<file path="src/rtl/vend_if.sv">
// Vending controller I/O bundle: debounced button/coin pulses and pacing tick in,
// credit/qty/state/led status and one-cycle payout pulses out.
interface vend_if #(
    parameter int CW    = 6,
    parameter int QW    = 4,
    parameter int LED_W = 16
);
    logic             money_5;
    logic             money_10;
    logic             cancel;
    logic             check;
    logic             count_down;
    logic             count_up;
    logic             tick;
    logic [CW-1:0]    credit;
    logic [QW-1:0]    qty;
    logic [2:0]       state;
    logic [LED_W-1:0] led;
    logic             coin_reject;
    logic             change_5;
    logic             change_10;
    logic             vend_done;

    modport master (
        output money_5, money_10, cancel, check, count_down, count_up, tick,
        input  credit, qty, state, led, coin_reject, change_5, change_10, vend_done
    );
    modport slave (
        input  money_5, money_10, cancel, check, count_down, count_up, tick,
        output credit, qty, state, led, coin_reject, change_5, change_10, vend_done
    );
endinterface

</file>
<file path="src/rtl/vend_ctrl_gen.sv">
// Vending machine controller: coin intake with ceiling, quantity selection with wrap,
// LED flash on release and tick-paced change payout. All outputs are registered.
module vend_ctrl_gen #(
    parameter int PRICE       = 5,
    parameter int MAX_CREDIT  = 50,
    parameter int MAX_QTY     = 9,
    parameter int TIMEOUT_CYC = 8192,
    parameter int FLASH_N     = 4,
    parameter int LED_W       = 16
) (
    input  logic   clk,
    input  logic   rst,
    vend_if.slave  bus
);
    localparam int CW = $clog2(MAX_CREDIT + 1);
    localparam int QW = $clog2(MAX_QTY + 1);
    localparam int TW = $clog2(TIMEOUT_CYC + 1);
    localparam int FW = $clog2(2 * FLASH_N + 1);
    localparam logic [CW+QW-1:0] PRICE_W = (CW+QW)'(PRICE);
    localparam logic [CW+QW-1:0] MAXQ_W  = (CW+QW)'(MAX_QTY);
    localparam logic [CW:0]      LIMIT   = (CW+1)'(MAX_CREDIT);

    typedef enum logic [2:0] {
        IDLE    = 3'd0,
        INSERT  = 3'd1,
        SELECT  = 3'd2,
        RELEASE = 3'd3,
        CHANGE  = 3'd4
    } state_t;

    state_t           state_q, state_d;
    logic [CW-1:0]    credit_q, credit_d, chg_q, chg_d, cr_ins;
    logic [QW-1:0]    qty_q, qty_d, af_cur;
    logic [LED_W-1:0] led_q, led_d;
    logic [TW-1:0]    idle_q, idle_d;
    logic [FW-1:0]    flash_q, flash_d;
    logic             rej_q, rej_d, c5_q, c5_d, c10_q, c10_d, done_q, done_d;
    logic             ok5, ok10, button;
    logic [CW+QW-1:0] cost;

    function automatic logic [QW-1:0] afford_of(input logic [CW-1:0] c);
        logic [CW+QW-1:0] d;
        d = {{QW{1'b0}}, c} / PRICE_W;
        return (d > MAXQ_W) ? QW'(MAX_QTY) : d[QW-1:0];
    endfunction

    assign af_cur = afford_of(credit_q);
    assign ok10   = ({1'b0, credit_q} + (CW+1)'(10)) <= LIMIT;
    assign ok5    = ({1'b0, credit_q} + (CW+1)'(5)) <= LIMIT;
    assign cost   = {{CW{1'b0}}, qty_q} * PRICE_W;
    assign button = bus.cancel | bus.check | bus.count_up | bus.count_down;

    always_ff @(posedge clk or posedge rst) begin
        if (rst) begin
            state_q  <= IDLE;
            credit_q <= '0;
            qty_q    <= '0;
            chg_q    <= '0;
            led_q    <= '0;
            idle_q   <= '0;
            flash_q  <= '0;
            rej_q    <= 1'b0;
            c5_q     <= 1'b0;
            c10_q    <= 1'b0;
            done_q   <= 1'b0;
        end else begin
            state_q  <= state_d;
            credit_q <= credit_d;
            qty_q    <= qty_d;
            chg_q    <= chg_d;
            led_q    <= led_d;
            idle_q   <= idle_d;
            flash_q  <= flash_d;
            rej_q    <= rej_d;
            c5_q     <= c5_d;
            c10_q    <= c10_d;
            done_q   <= done_d;
        end
    end

    always_comb begin
        state_d  = state_q;
        credit_d = credit_q;
        qty_d    = qty_q;
        chg_d    = chg_q;
        led_d    = led_q;
        idle_d   = idle_q;
        flash_d  = flash_q;
        rej_d    = 1'b0;
        c5_d     = 1'b0;
        c10_d    = 1'b0;
        done_d   = 1'b0;
        cr_ins   = credit_q;
        case (state_q)
            IDLE: begin
                credit_d = '0;
                qty_d    = '0;
                chg_d    = '0;
                led_d    = '0;
                idle_d   = '0;
                flash_d  = '0;
                state_d  = INSERT;
            end
            INSERT: begin
                // money_10 wins a same-cycle collision; money_5 is then bounced
                if (bus.money_10) begin
                    if (ok10) cr_ins = credit_q + CW'(10);
                    else      rej_d  = 1'b1;
                end
                if (bus.money_5) begin
                    if (!bus.money_10 && ok5) cr_ins = credit_q + CW'(5);
                    else                      rej_d  = 1'b1;
                end
                credit_d = cr_ins;
                qty_d    = af_cur;
                if (bus.cancel && cr_ins != '0) begin
                    state_d = CHANGE;
                end else if (bus.check && cr_ins != '0 && afford_of(cr_ins) != '0) begin
                    state_d = SELECT;
                    qty_d   = afford_of(cr_ins);
                    idle_d  = '0;
                end
            end
            SELECT: begin
                rej_d = bus.money_5 | bus.money_10;
                if (bus.cancel) begin
                    state_d = CHANGE;
                end else if (bus.check) begin
                    chg_d   = credit_q - cost[CW-1:0];
                    led_d   = '0;
                    flash_d = '0;
                    state_d = RELEASE;
                end else if (bus.count_up && !bus.count_down) begin
                    qty_d = (qty_q >= af_cur) ? QW'(1) : qty_q + QW'(1);
                end else if (bus.count_down && !bus.count_up) begin
                    qty_d = (qty_q <= QW'(1)) ? af_cur : qty_q - QW'(1);
                end
                if (button)                              idle_d  = '0;
                else if (idle_q == TW'(TIMEOUT_CYC - 1)) state_d = CHANGE;
                else                                     idle_d  = idle_q + TW'(1);
            end
            RELEASE: begin
                if (bus.tick) begin
                    led_d   = ~led_q;
                    flash_d = flash_q + FW'(1);
                    // last tick closes the final dark phase
                    if (flash_q == FW'(2 * FLASH_N - 1)) begin
                        led_d    = '0;
                        credit_d = chg_q;
                        done_d   = 1'b1;
                        state_d  = CHANGE;
                    end
                end
            end
            CHANGE: begin
                if (credit_q == '0) begin
                    state_d = IDLE;
                end else if (bus.tick) begin
                    if (credit_q >= CW'(10)) begin
                        credit_d = credit_q - CW'(10);
                        c10_d    = 1'b1;
                    end else if (credit_q == CW'(5)) begin
                        credit_d = '0;
                        c5_d     = 1'b1;
                    end
                end
            end
            default: state_d = IDLE;
        endcase
    end

    assign bus.credit      = credit_q;
    assign bus.qty         = qty_q;
    assign bus.state       = state_q;
    assign bus.led         = led_q;
    assign bus.coin_reject = rej_q;
    assign bus.change_5    = c5_q;
    assign bus.change_10   = c10_q;
    assign bus.vend_done   = done_q;
endmodule

</file>
<file path="src/flat_wrapper.sv">
// flat-port wrapper written by rule: the top's interface ports become plain ports
module vend_ctrl_gen_flat 
#(
    parameter int PRICE       = 5,
    parameter int MAX_CREDIT  = 50,
    parameter int MAX_QTY     = 9,
    parameter int TIMEOUT_CYC = 8192,
    parameter int FLASH_N     = 4,
    parameter int LED_W       = 16
)
  (clk, rst, bus_money_5, bus_money_10, bus_cancel, bus_check, bus_count_down, bus_count_up, bus_tick, bus_credit, bus_qty, bus_state, bus_led, bus_coin_reject, bus_change_5, bus_change_10, bus_vend_done);
  vend_if #(.CW(6), .QW(4), .LED_W(LED_W)) bus_i ();
  input  logic clk;
  input  logic rst;
  input wire logic [$bits(bus_i.money_5)-1:0] bus_money_5;
  input wire logic [$bits(bus_i.money_10)-1:0] bus_money_10;
  input wire logic [$bits(bus_i.cancel)-1:0] bus_cancel;
  input wire logic [$bits(bus_i.check)-1:0] bus_check;
  input wire logic [$bits(bus_i.count_down)-1:0] bus_count_down;
  input wire logic [$bits(bus_i.count_up)-1:0] bus_count_up;
  input wire logic [$bits(bus_i.tick)-1:0] bus_tick;
  output wire logic [$bits(bus_i.credit)-1:0] bus_credit;
  output wire logic [$bits(bus_i.qty)-1:0] bus_qty;
  output wire logic [$bits(bus_i.state)-1:0] bus_state;
  output wire logic [$bits(bus_i.led)-1:0] bus_led;
  output wire logic [$bits(bus_i.coin_reject)-1:0] bus_coin_reject;
  output wire logic [$bits(bus_i.change_5)-1:0] bus_change_5;
  output wire logic [$bits(bus_i.change_10)-1:0] bus_change_10;
  output wire logic [$bits(bus_i.vend_done)-1:0] bus_vend_done;
  assign bus_i.money_5 = bus_money_5;
  assign bus_i.money_10 = bus_money_10;
  assign bus_i.cancel = bus_cancel;
  assign bus_i.check = bus_check;
  assign bus_i.count_down = bus_count_down;
  assign bus_i.count_up = bus_count_up;
  assign bus_i.tick = bus_tick;
  assign bus_credit = bus_i.credit;
  assign bus_qty = bus_i.qty;
  assign bus_state = bus_i.state;
  assign bus_led = bus_i.led;
  assign bus_coin_reject = bus_i.coin_reject;
  assign bus_change_5 = bus_i.change_5;
  assign bus_change_10 = bus_i.change_10;
  assign bus_vend_done = bus_i.vend_done;
  vend_ctrl_gen #(.PRICE(PRICE), .MAX_CREDIT(MAX_CREDIT), .MAX_QTY(MAX_QTY), .TIMEOUT_CYC(TIMEOUT_CYC), .FLASH_N(FLASH_N), .LED_W(LED_W)) u_core (.clk(clk), .rst(rst), .bus(bus_i));
endmodule
</file>
<file path="config.mk">
export PLATFORM = sky130hd
export DESIGN_NAME = vend_ctrl_gen_flat
export DESIGN_NICKNAME = d
export VERILOG_FILES = /design/src/rtl/vend_if.sv /design/src/rtl/vend_ctrl_gen.sv /design/src/flat_wrapper.sv
export SDC_FILE = /design/constraint.sdc
export NUM_CORES = 1
export LEC_CHECK = 0
export ABC_AREA = 1
export BUFFER_PORTS_ARGS = -buffer_cell sky130_fd_sc_hd__buf_2
export CAP_MARGIN = 15
export CORE_ASPECT_RATIO = 1.2
export CORE_MARGIN = 4
export CORE_UTILIZATION = 50
export CTS_BUF_LIST = sky130_fd_sc_hd__clkbuf_8
export CTS_CLUSTER_DIAMETER = 60
export DETAILED_ROUTE_END_ITERATION = 10
export GPL_TIMING_DRIVEN = 0
export PLACE_DENSITY = 0.69
export SYNTH_ARGS = -nofsm -noshare
export SYNTH_HDL_FRONTEND = slang
export SYNTH_SLANG_ARGS = --single-unit
</file>
<file path="constraint.sdc">
create_clock -name clk -period 6.25 [get_ports clk]
set_clock_uncertainty 0.05 [all_clocks]
set_input_delay 0.3125 -clock clk [delete_from_list [all_inputs] [get_ports clk]]
set_output_delay 0.3125 -clock clk [all_outputs]
set_load 0.01 [all_outputs]
</file>
==> Word-level counts from Yosys, hierarchy flattened <==
Index checks and enable logic that the tools add are counted.
W data, S select, Z words.
{ "totals": {"input_bits": 9, "wordCells": 147, "regBits": 57, "output_inout_bits": 33} }
{ "op_classes": {"mux": 67, "addsub": 10, "n_eq_ne": 21, "div_mod_pow": 2, "multipliers": 1, "n_lt_le_gt_ge": 7, "reduce_logical": 23, "bitwise": 5} }
{ "op_table": {"columns": ["op", "n"], "rows": [
  ["$mux W6", 13],
  ["$mux W16", 4],
  ["$mux W14", 4],
  ["$mux W4", 13],
  ["$pmux W16 S3", 1],
  ["$pmux W14 S3", 1],
  ["$mux W3", 9],
  ["$pmux W4 S3", 2],
  ["$pmux W6 S4", 1],
  ["$div A6 B3 Y10 const B", 2],
  ["$gt A10 B4 Y1 const B", 2],
  ["$mux W1", 16],
  ["$not A16 Y16", 1],
  ["$reduce_and A4 Y1", 4],
  ["$pmux W3 S5", 1],
  ["$add A14 B1 Y14 const B", 1],
  ["$eq A14 B13 Y1 const B", 1],
  ["$le A7 B6 Y1 const B", 2],
  ["$ne A2 B2 Y1 const B", 7],
  ["$pmux W6 S2", 1],
  ["$ne A3 B1 Y1 const B", 3],
  ["$add A4 B1 Y4 const B", 2],
  ["$reduce_bool A4 Y1", 2],
  ["$add A6 B3 Y7 const B", 1],
  ["other kinds (28)", 42]
]} }

==> Longest topological paths before layout <==
Gate-level depths: netlist of run 1.
{ "logic_depth": {"depth_word": 15, "depth_mapped": 42, "depth_no_buf": 41} }

==> Worst setup path before layout of run 1 <==
OpenSTA, ideal clock, no wires.
{ "synth_path": {"kind": "register to register", "from": "reg u_core.credit_q[1] (netlist: u_core.bus.credit[1])", "to": "reg u_core.idle_q[7]", "synth_period_minus_slack_ps": 4700, "arrival_time_ps": 4531, "required_ps": 6081, "path_stages_with_launch": 38, "n_path_buf": 1, "setup_ps": 119, "setup_slack_ps": 1550, "path_cell_list": "dfrtp_1 > inv_1 > ha_1 > inv_1 > nand2_1 > a21oi_1 > nand3_1 > nand2_1 > nand2_1 > nand2_1 > nand2_1 > nand2_1 > nand2_2 > inv_2 > nand2_1 > ha_1 > nand2_2 > xor2_2 > [... 2 more ...] > nand2_2 > nand2_2 > inv_2 > ha_1 > o21ai_0 > nand2_1 > nand3_1 > nand2_1 > clkinv_1 > nand2_1 > nor2_2 > nand4_4 > nand2_4 > nand2_4 > nand2_8 > inv_6 > buf_6 > o21a_1"} }
{ "synth_between": {"elab_chain_len": 14, "word_cells_on_any_way": 23, "cone_classes": "4 x add/sub; 1 x div; 3 x order compare; 2 x eq/ne; 6 x mux; 7 x reduce/logical"} }
{ "synth_lines": {"columns": ["element", "line_no", "source"], "rows": [
  ["from (decl)", "vend_ctrl_gen.sv:32", "logic [CW-1:0] credit_q, credit_d, chg_q, chg_d, cr_ins;"],
  ["from (signal assigned)", "vend_ctrl_gen.sv:68", "credit_q <= credit_d;"],
  ["$add A6 B4 Y7", "vend_ctrl_gen.sv:48", "assign ok10 = ({1'b0, credit_q} + (CW+1)'(10)) <= LIMIT;"],
  ["$le A7 B6 Y1", "vend_ctrl_gen.sv:48", null],
  ["$mux W6", "vend_ctrl_gen.sv:107", "if (ok10) cr_ins = credit_q + CW'(10);"],
  ["$mux W6", "vend_ctrl_gen.sv:106", "if (bus.money_10) begin"],
  ["$mux W6", "vend_ctrl_gen.sv:111", "if (!bus.money_10 && ok5) cr_ins = credit_q + CW'(5);"],
  ["$mux W6 *", "vend_ctrl_gen.sv:110", "if (bus.money_5) begin"],
  ["$mux W6 *", "vend_ctrl_gen.sv:94", "case (state_q)"],
  ["$div A6 B3 Y10", "vend_ctrl_gen.sv:43", "d = {{QW{1'b0}}, c} / PRICE_W;"],
  ["$gt A10 B4 Y1", "vend_ctrl_gen.sv:44", "return (d > MAXQ_W) ? QW'(MAX_QTY) : d[QW-1:0];"],
  ["$mux W4", "vend_ctrl_gen.sv:44", null],
  ["$reduce_bool A4 Y1", "vend_ctrl_gen.sv:118", "end else if (bus.check && cr_ins != '0 && afford_of(cr_ins) != '0) begin"],
  ["$logic_and A1 B1 Y1", "vend_ctrl_gen.sv:118", null],
  ["$ne A2 B1 Y1 (no line)", null, null],
  ["$reduce_and A4 Y1 (no line) *", null, null],
  ["to (signal assigned)", "vend_ctrl_gen.sv:72", "idle_q <= idle_d;"],
  ["to (decl)", "vend_ctrl_gen.sv:35", "logic [TW-1:0] idle_q, idle_d;"]
]} }
Mark *: on every way between the ends. The rest lies on a longest branch, timed or not. The select of a mux whose other input is x is not followed.
A chain may end at the register's enable or synchronous reset.

==> Worst setup path in the final report of run 1 <==
Ends and elaborated chain as after synthesis.

==> metrics.txt, run 1 <==
Layout area overhead=12.47%; worst hold start=bus_tick; io pins=42; Mapped Nets=755; Post-Layout Cell Count=893; root buffer cell=clkbuf_8; FF-to-FF setup slack=0.67 ns; antenna cells=0; first-pass GRT wire length=22.11 mm; post-layout minimum cycle time=5.582 ns; Avg WL per Cell=14.80 um; mapped cell area=5029 um^2; Reg2Reg Depth=37; status=finished clean; vias per cell=5.525; Cell variety after synth=52; Clock transition at path regs=0.07 ns; Vias=4934; CTS tree=built; ANT nets after route=0; Final HPWL DP=10.17 mm; CP peak stage delay=0.67 ns; Hold WS=0.1733 ns; Setup crit end kind=flop; Routed WL=13.22 mm; CP arrival=5.77 ns; Crit Reg-Reg Startpoint=u_core.bus.credit[1]$_DFFE_PP0P_; capturing point of the worst reg2reg path=u_core.idle_q[7]$_DFFE_PP0P_; Min-Delay Endpoint=u_core.bus.change_10$_DFF_PP0_; relative slew slack=44.10%; slowest library cell on the worst path=dfrtp_1; nets=808; Setup Crit Path Kind=flop to flop; Cells after Synth=712; Slew @ Worst Pin=0.8321 ns; Mean Syn Cell Area=7.063 um^2; Post-synth EDFFs=0; sequential-to-total area share from yosys stat=28.37%; HP Class=input pin to flop; Main synth FF type=dfrtp_1; CTS HTree Levels=3; Fmax=0.1792 GHz; gpl congestion=0.9305; layout cell share with drive strength beyond 1=16.88%; Resize count post-CTS=0; hold depth=3; Yosys reg bits=57; ys async rst share=100.0%; setup_tns=0 ns; critical path's most frequent cell=nand2_1; fin. max-slew vios=0; Crit path required time=6.44 ns; # rows=39; maximum clock path buffer count=2; Initial DRC Count=356; Final Hold Viols=0; Post-CTS Repair Setup Buffers=0; Port Buffers=40; Final period util=89.31%; Die W=99.55 um; core area=9662 um^2; die span in y=117.9 um; Max-Cap Viols=0; initial antenna violation count=0; top cells by area, synth=dfrtp_1 (28%), nand2_1 (12%), ha_1 (7.7%); gr usage total=23.01%; drt pass-1 iters=5; dpl cells=876; largest net degree at the start of global routing=39; clk_lat worst skew=0.35 ns; die area=11730 um^2; vias in the first global route=4760; final setup fails=0; Post-route DRC=0; Synth top area share=28.37%; type of origin of the critical path=flop; TritonCTS Buffers=9; Synth Warn #=0; TritonCTS Sinks=57; CP Max Fanout=13; Initial Utilization=52.05%; RSZ-0062 raised after global routing=false; Yosys top cell by area=dfrtp_1; GRT overflow=0
-- Yosys cell counts (2+ instances only) --
library cell,count
nand3b_1,3
inv_2,9
nor2_2,8
nand2_4,9
o221ai_1,2
inv_4,2
o22ai_1,11
o21ai_0,38
nor4_1,2
nand3_2,5
xnor2_1,4
nand4_1,12
o21a_1,2
a31oi_1,6
nor2_1,58
o31ai_1,18
nand3_1,58
o21bai_1,2
a21oi_1,31
buf_2,3
nor3_1,12
fa_1,3
ha_1,31
a22oi_1,2
inv_1,91
dfrtp_1,57
clkbuf_1,5
nand2_2,21
o211ai_1,3
nand4_2,2
and3_1,2
xor2_1,15
o21ai_1,8
nand2_1,156
clkinv_1,4
-- stage by stage --
step                      cell area [um^2]  utilization, %  worst slack (ns)
after floorplan                       5029               -             1.550
after global placement                5383           55.71            0.8616
after detailed placement              5403           55.92            0.7577
after CTS                             5655           58.53            0.7261
after global routing                  5655           58.53            0.1654
final                                 5655           58.53            0.6683
-- worst max-delay path: cells and delay by family (launching register included) --
family / cells / cell delay [ns]
XOR/XNOR: 1 / 0.31
adder cells (fa/ha/maj): 3 / 0.91
flip-flops: 1 / 0.67
buffers and inverters: 7 / 0.82
AND/OR/NAND/NOR: 23 / 2.31
AO/OA/AOI/OAI: 3 / 0.39
-- sequential cells by signal, indices dropped and copies added, names as in the netlist --
name                    count
u_core.idle_q              14
u_core.bus.coin_reject      1
u_core.bus.credit           6
u_core.chg_q                6
u_core.bus.led             16
u_core.bus.change_5         1
u_core.bus.vend_done        1
u_core.bus.change_10        1
u_core.bus.state            3
u_core.flash_q              4
u_core.bus.qty              4
-- cell families (layout without fill, tap and decap cells) --
| family | after synthesis | after routing | synth area share [%] |
|---|---|---|---|
| flip-flops | 57 | 57 | 28.37 |
| buffers and inverters | 116 | 174 | 9.082 |
| adder cells (fa/ha/maj) | 34 | 34 | 8.908 |
| AND/OR/NAND/NOR | 356 | 356 | 34.69 |
| AO/OA/AOI/OAI | 129 | 129 | 15.33 |
| XOR/XNOR | 20 | 20 | 3.633 |
-- layout by cell type, fill, tap and decap left out, types with 21 or more instances in the layout --
cell type / Yosys / final
buf_2: 3 / 43
dfrtp_1: 57 / 57
nand3_1: 58 / 58
nand2_1: 156 / 156
inv_1: 91 / 90
nor2_1: 58 / 58
ha_1: 31 / 31
nand2_2: 21 / 21
a21oi_1: 31 / 31
o21ai_0: 38 / 38
-- per-layer routing --
layer,part of all wire (%),up-vias,track usage (%)
li1,-,2467,-
met1,44,2303,28.68
met2,49,129,39.37
met3,3.9,35,2.549
met4,3.3,0,10.59
met5,0,-,0
-- worst max-delay path by stage --
stage,from,end,slack (ns),cells past startpoint
finish,u_core.bus.credit[1]$_DFFE_PP0P_,u_core.idle_q[7]$_DFFE_PP0P_,0.67,37
global route,u_core.bus.credit[1]$_DFFE_PP0P_,u_core.bus.qty[0]$_DFFE_PP0P_,0.17,28
CTS,u_core.bus.credit[1]$_DFFE_PP0P_,u_core.idle_q[7]$_DFFE_PP0P_,0.73,37
detailed placement,u_core.bus.credit[1]$_DFFE_PP0P_,u_core.idle_q[7]$_DFFE_PP0P_,0.76,37
global placement,u_core.bus.credit[1]$_DFFE_PP0P_,u_core.idle_q[7]$_DFFE_PP0P_,0.86,37
floorplan,u_core.bus.credit[1]$_DFFE_PP0P_,u_core.idle_q[7]$_DFFE_PP0P_,1.55,37
-- timing repair --
item                                   4_1_cts  5_1_grt
setup endpoints to repair                    0        0
endpoints found under the hold margin       19        0
hold buffers                                 1        0
-- layout make-up --
cell class              count  area, um^2
plain buffers               9       45.04
flip-flops and latches     57        1426
repair buffers             42       230.2
fillers                   939        4006
clock inverters             7       118.9
clock buffers               9       123.9
well taps                 123       153.9
inverters                 107       411.6
multi-input cells         539        3146
Power of run 1 is not shown: default switching activity piles up to over one toggle a cycle in this logic, so the estimate is an artifact.
==> run 2: changes to the inputs <==
Clock period 6.25 ns to 5.35 ns, I/O delays scaled along.
==> run 2 against run 1 <==
Net effect: non-clock buffer count grew 16; utilization increased by 1.6 points; sequential share of layout area fell by 0.59 points; global-route usage about the same; die area unchanged; critical path depth increased by 1; worst hold slack worse by 0.046 ns; fmax rose by 13%; register-to-register slack worse by 0.27 ns; critical path type unchanged; highest routed layer unchanged.
==> metrics.txt, run 2 (synthesized netlist as in run 1, its figures left out) <==
Post-route DRC=0 (unchanged); nets=824 (was 808); max FFs per register=16 (unchanged); gr usage total=23.04% (was 23.01%); layout cell share with drive strength beyond 1=19.72% (was 16.88%); Port Buffers=40 (unchanged); worst hold start=bus_tick (unchanged); Setup Crit Path Kind=flop to flop (unchanged); Reg2Reg Depth=38 (was 37); Vias=5026 (was 4934); grt peak-use layer=met2 (unchanged); most frequent cells in the layout=nand2_1 (154), inv_1 (86), nor2_1 (58), nand3_1 (58), dfrtp_1 (54) (was nand2_1 (156), inv_1 (90), nor2_1 (58), nand3_1 (58), dfrtp_1 (57)); CP Max Fanout=10 (was 13); Final period util=92.63% (was 89.31%); antenna cells=0 (unchanged); Final Hold Viols=0 (unchanged); largest net degree at the start of global routing=39 (unchanged); Crit Reg-Reg Startpoint=u_core.bus.credit[1]$_DFFE_PP0P_ (unchanged); Die W=99.55 um (unchanged); capturing point of the worst reg2reg path=u_core.idle_q[7]$_DFFE_PP0P_ (unchanged); final setup fails=0 (unchanged); dpl cell area=5403 um^2 (unchanged); Initial DRC Count=286 (was 356); clk_lat worst skew=0.35 ns (about the same); CP arrival=5.14 ns (was 5.77 ns); FF-to-FF setup slack=0.39 ns (was 0.67 ns); Slew @ Worst Pin=0.7962 ns (was 0.8321 ns); gpl congestion=0.9305 (unchanged); most common cell after layout, fill and taps aside=nand2_1 (unchanged); root buffer cell=clkbuf_8 (unchanged); relative slew slack=46.51% (was 44.10%); type of origin of the critical path=flop (unchanged); Setup crit end kind=flop (unchanged); final instance area=5807 um^2 (was 5655 um^2); Fmax=0.2018 GHz (was 0.1792 GHz); Avg WL per Cell=14.60 um (was 14.80 um); GRT overflow=0 (unchanged); Routed WL=13.27 mm (was 13.22 mm); slowest library cell on the worst path=dfrtp_2 (was dfrtp_1); # rows=39 (unchanged); critical path's most frequent cell=nand2_1 (unchanged); Crit path required time=5.54 ns (was 6.44 ns); vias in the first global route=4758 (was 4760); Hold WS=0.1278 ns (was 0.1733 ns); first-pass GRT wire length=22.16 mm (was 22.11 mm); Layout area overhead=15.48% (was 12.47%); status=finished clean (unchanged); CTS tree=built (unchanged); TritonCTS Sinks=57 (unchanged); die area=11730 um^2 (unchanged); Max-Cap Viols=0 (unchanged); TritonCTS Buffers=9 (unchanged); met3 Use GR=2.549% (unchanged); post-layout minimum cycle time=4.956 ns (was 5.582 ns); Initial Utilization=52.05% (unchanged); Core Util, Final=60.10% (was 58.53%); CTS HTree Levels=3 (unchanged); drt pass-1 iters=5 (unchanged); maximum clock path buffer count=2 (unchanged); core area=9662 um^2 (unchanged); io pins=42 (unchanged); Clock transition at path regs=0.07 ns (about the same); Min-Delay Endpoint=u_core.bus.change_10$_DFF_PP0_ (unchanged); met2 GRT Util=39.41% (was 39.37%); die span in y=117.9 um (unchanged); ANT nets after route=0 (unchanged); initial antenna violation count=0 (unchanged); hold depth=3 (unchanged); HP Class=input pin to flop (unchanged); fin. max-slew vios=0 (unchanged); met1 Use GR=28.75% (was 28.68%); vias per cell=5.529 (was 5.525); CP peak stage delay=0.46 ns (was 0.67 ns); Final HPWL DP=10.17 mm (unchanged)
## run 2: cell count changes in the layout (fill, tap and decap cells not counted), sizes merged
cell / delta
clkinv: +1
buf: +16
clkinvlp: +1
inv: -2
## run 2: repair_timing
item | in CTS | in global routing
endpoints found under the hold margin | 19 | 0
hold buffers | 1 | 0
setup buffers | 0 | 16
pin swaps | 0 | 1
endpoints found under the setup margin | 11 | 21
resized for setup | 1 | 15
## run 2: worst max-delay path by stage
stage | start | endpoint | slack (ns)
6_report | u_core.bus.credit[1]$_DFFE_PP0P_ | u_core.idle_q[7]$_DFFE_PP0P_ | 0.39
5_1_grt | u_core.bus.credit[2]$_DFFE_PP0P_ | u_core.idle_q[7]$_DFFE_PP0P_ | -0.006
4_1_cts | u_core.bus.credit[1]$_DFFE_PP0P_ | u_core.bus.qty[0]$_DFFE_PP0P_ | 0.02
3_5_place_dp | u_core.bus.credit[1]$_DFFE_PP0P_ | u_core.idle_q[7]$_DFFE_PP0P_ | -0.14
3_3_place_gp | u_core.bus.credit[1]$_DFFE_PP0P_ | u_core.idle_q[7]$_DFFE_PP0P_ | -0.04
2_1_floorplan | u_core.bus.credit[1]$_DFFE_PP0P_ | u_core.idle_q[7]$_DFFE_PP0P_ | 0.65
## run 2: per-layer routing
| layer | vias up | routed length, um |
|---|---|---|
| met5 | - | 0 |
| met4 | 0 | 448 |
| met3 | 35 | 582 |
| met2 | 138 | 6519 |
| met1 | 2343 | 5718 |
| li1 | 2510 | - |
## run 2: metrics by stage
step / worst slack [ns] / setup TNS [ns] / instances
after floorplan: 0.6504 / 0 / 712
final: 0.3943 / 0 / 909
after global routing: -0.005878 / -0.005878 / 909
after CTS: 0.01756 / 0 / 893
after global placement: -0.03844 / -0.03844 / 875
after detailed placement: -0.1423 / -0.7247 / 876
## run 2: cell type report
cell class              count  area, um^2
repair buffers             58       350.3
flip-flops and latches     57        1430
well taps                 123       153.9
inverters                 107       422.9
clock buffers               9       123.9
clock inverters             7       118.9
plain buffers               9       45.04
fillers                   935        3855
multi-input cells         539        3162
## run 2: worst max-delay path, delay by kind of cell, from the launching register on
| family | cells | cell delay [ns] |
|---|---|---|
| AND/OR/NAND/NOR | 24 | 2.34 |
| adder cells (fa/ha/maj) | 3 | 0.85 |
| buffers and inverters | 8 | 0.73 |
| flip-flops | 1 | 0.46 |
| AO/OA/AOI/OAI | 3 | 0.40 |
Power of run 2 is left out for the same reason.
==> run 3: changes to the inputs <==
==> constraint.sdc (replaced) <==
create_clock -name clk -period 5.35 [get_ports clk]
set_clock_uncertainty 0.05 [all_clocks]
set_input_delay 0.8025 -clock clk [delete_from_list [all_inputs] [get_ports clk]]
set_output_delay 0.8025 -clock clk [all_outputs]
set_load 0.01 [all_outputs]
==> run 3 against run 2 <==
Net effect: fmax about the same; sequential share of layout area hardly changed; global-route usage is essentially flat; highest routed layer unchanged; via count down 0.14%; register-to-register slack is essentially flat; final area decreased by 0.17%; cell count fell by 0.11%; non-clock buffer count fell by 1.
==> metrics.txt, run 3 (synthesized netlist as in run 1, its figures left out) <==
TritonCTS Buffers=9 (unchanged); status=finished clean (unchanged); Reg2Reg Depth=38 (unchanged); Final Hold Viols=0 (unchanged); most frequent cells in the layout=nand2_1 (154), inv_1 (86), nor2_1 (58), nand3_1 (58), dfrtp_1 (54) (unchanged); clk_lat worst skew=0.35 ns (about the same); Die W=99.55 um (unchanged); final setup fails=0 (unchanged); root buffer cell=clkbuf_8 (unchanged); Final period util=92.65% (was 92.63%); initial antenna violation count=0 (unchanged); gr usage total=23.03% (was 23.04%); CP arrival=5.14 ns (about the same); max FFs per register=16 (unchanged); Initial DRC Count=298 (was 286); Slew @ Worst Pin=0.7910 ns (was 0.7962 ns); maximum clock path buffer count=2 (unchanged); Setup Crit Path Kind=flop to flop (unchanged); CP Max Fanout=10 (unchanged); Port Buffers=40 (unchanged); # rows=39 (unchanged); post-layout minimum cycle time=4.957 ns (was 4.956 ns); first-pass GRT wire length=22.14 mm (was 22.16 mm); antenna cells=0 (unchanged); Vias=5019 (was 5026); layout cell share with drive strength beyond 1=19.75% (was 19.72%); slowest library cell on the worst path=dfrtp_2 (unchanged); # hold bufs at CTS=0 (was 1); fin. max-slew vios=0 (unchanged); Core Util, Final=60.00% (was 60.10%); type of origin of the critical path=flop (unchanged); relative slew slack=46.86% (was 46.51%); Initial Utilization=52.05% (unchanged); Fmax=0.2017 GHz (was 0.2018 GHz); Crit path required time=5.54 ns (about the same); drt pass-1 iters=5 (unchanged); Setup crit end kind=flop (unchanged); nets=823 (was 824); HP Class=input pin to async pin (was input pin to flop); Avg WL per Cell=14.62 um (was 14.60 um); die span in y=117.9 um (unchanged); FF-to-FF setup slack=0.39 ns (about the same); die area=11730 um^2 (unchanged); Routed WL=13.28 mm (was 13.27 mm); largest net degree at the start of global routing=39 (unchanged); CTS tree=built (unchanged); Buf/Inv on CP=8 (unchanged); vias in the first global route=4752 (was 4758); CP peak stage delay=0.46 ns (about the same); Layout area overhead=15.28% (was 15.48%); Top delay family on crit path=simple AND/OR/NAND/NOR gates (unchanged); Clock transition at path regs=0.07 ns (about the same); Crit Reg-Reg Startpoint=u_core.bus.credit[1]$_DFFE_PP0P_ (unchanged); Final HPWL DP=10.17 mm (unchanged); Max-Cap Viols=0 (unchanged); CTS HTree Levels=3 (unchanged); Post-route DRC=0 (unchanged); io pins=42 (unchanged); core area=9662 um^2 (unchanged); GRT overflow=0 (unchanged); capturing point of the worst reg2reg path=u_core.idle_q[7]$_DFFE_PP0P_ (unchanged); critical path's most frequent cell=nand2_1 (unchanged); most common cell after layout, fill and taps aside=nand2_1 (unchanged); vias per cell=5.528 (was 5.529); gpl congestion=0.9305 (unchanged); TritonCTS Sinks=57 (unchanged); ANT nets after route=0 (unchanged)
## run 3: cell count changes in the layout (fill, tap and decap cells not counted)
cell,before,now
dlygate4sd3_1,1,0
## run 3: cell type report
type | count | area, um^2
tap | 123 | 153.9
inverter | 107 | 422.9
timing repair buffer | 57 | 340.3
multi-input combinational | 539 | 3162
sequential | 57 | 1430
buffer | 9 | 45.04
clock buffer | 9 | 123.9
clock inverter | 7 | 118.9
fill | 935 | 3865
## run 3: through the flow
stage / hold slack [ns] / area [um^2] / instances / setup slack (ns) / setup TNS, ns
after global routing: 0.4391 / 5797 / 908 / -0.005878 / -0.005878
final: 0.4094 / 5797 / 908 / 0.3933 / 0
after CTS: 0.4120 / 5647 / 892 / 0.01756 / 0
after detailed placement: 0.4268 / 5403 / 876 / -0.1423 / -0.7247
after global placement: 0.4080 / 5383 / 875 / -0.03844 / -0.03844
after floorplan: 0.3919 / 5029 / 712 / 0.6504 / 0
## run 3: timing repair
| item | 4_1_cts | 5_1_grt |
|---|---|---|
| gates resized for setup | 1 | 15 |
| pin swaps | 0 | 1 |
| setup endpoints to repair | 11 | 21 |
| hold endpoints to repair | 0 | 0 |
| setup buffers | 0 | 16 |
## run 3: metal layers
layer	track usage, %	wire length [um]
met1	28.75	5764
met2	39.37	6585
met3	2.549	521
met4	10.59	406
met5	0	0
## run 3: how the worst max path moves through the flow
stage / startpoint / to / slack [ns] / cells after the start
finish: u_core.bus.credit[1]$_DFFE_PP0P_ / u_core.idle_q[7]$_DFFE_PP0P_ / 0.39 / 38
global route: u_core.bus.credit[2]$_DFFE_PP0P_ / u_core.idle_q[7]$_DFFE_PP0P_ / -0.006 / 40
global placement: u_core.bus.credit[1]$_DFFE_PP0P_ / u_core.idle_q[7]$_DFFE_PP0P_ / -0.04 / 37
floorplan: u_core.bus.credit[1]$_DFFE_PP0P_ / u_core.idle_q[7]$_DFFE_PP0P_ / 0.65 / 37
detailed placement: u_core.bus.credit[1]$_DFFE_PP0P_ / u_core.idle_q[7]$_DFFE_PP0P_ / -0.14 / 37
CTS: u_core.bus.credit[1]$_DFFE_PP0P_ / u_core.bus.qty[0]$_DFFE_PP0P_ / 0.02 / 27
Power of run 3 is left out for the same reason.
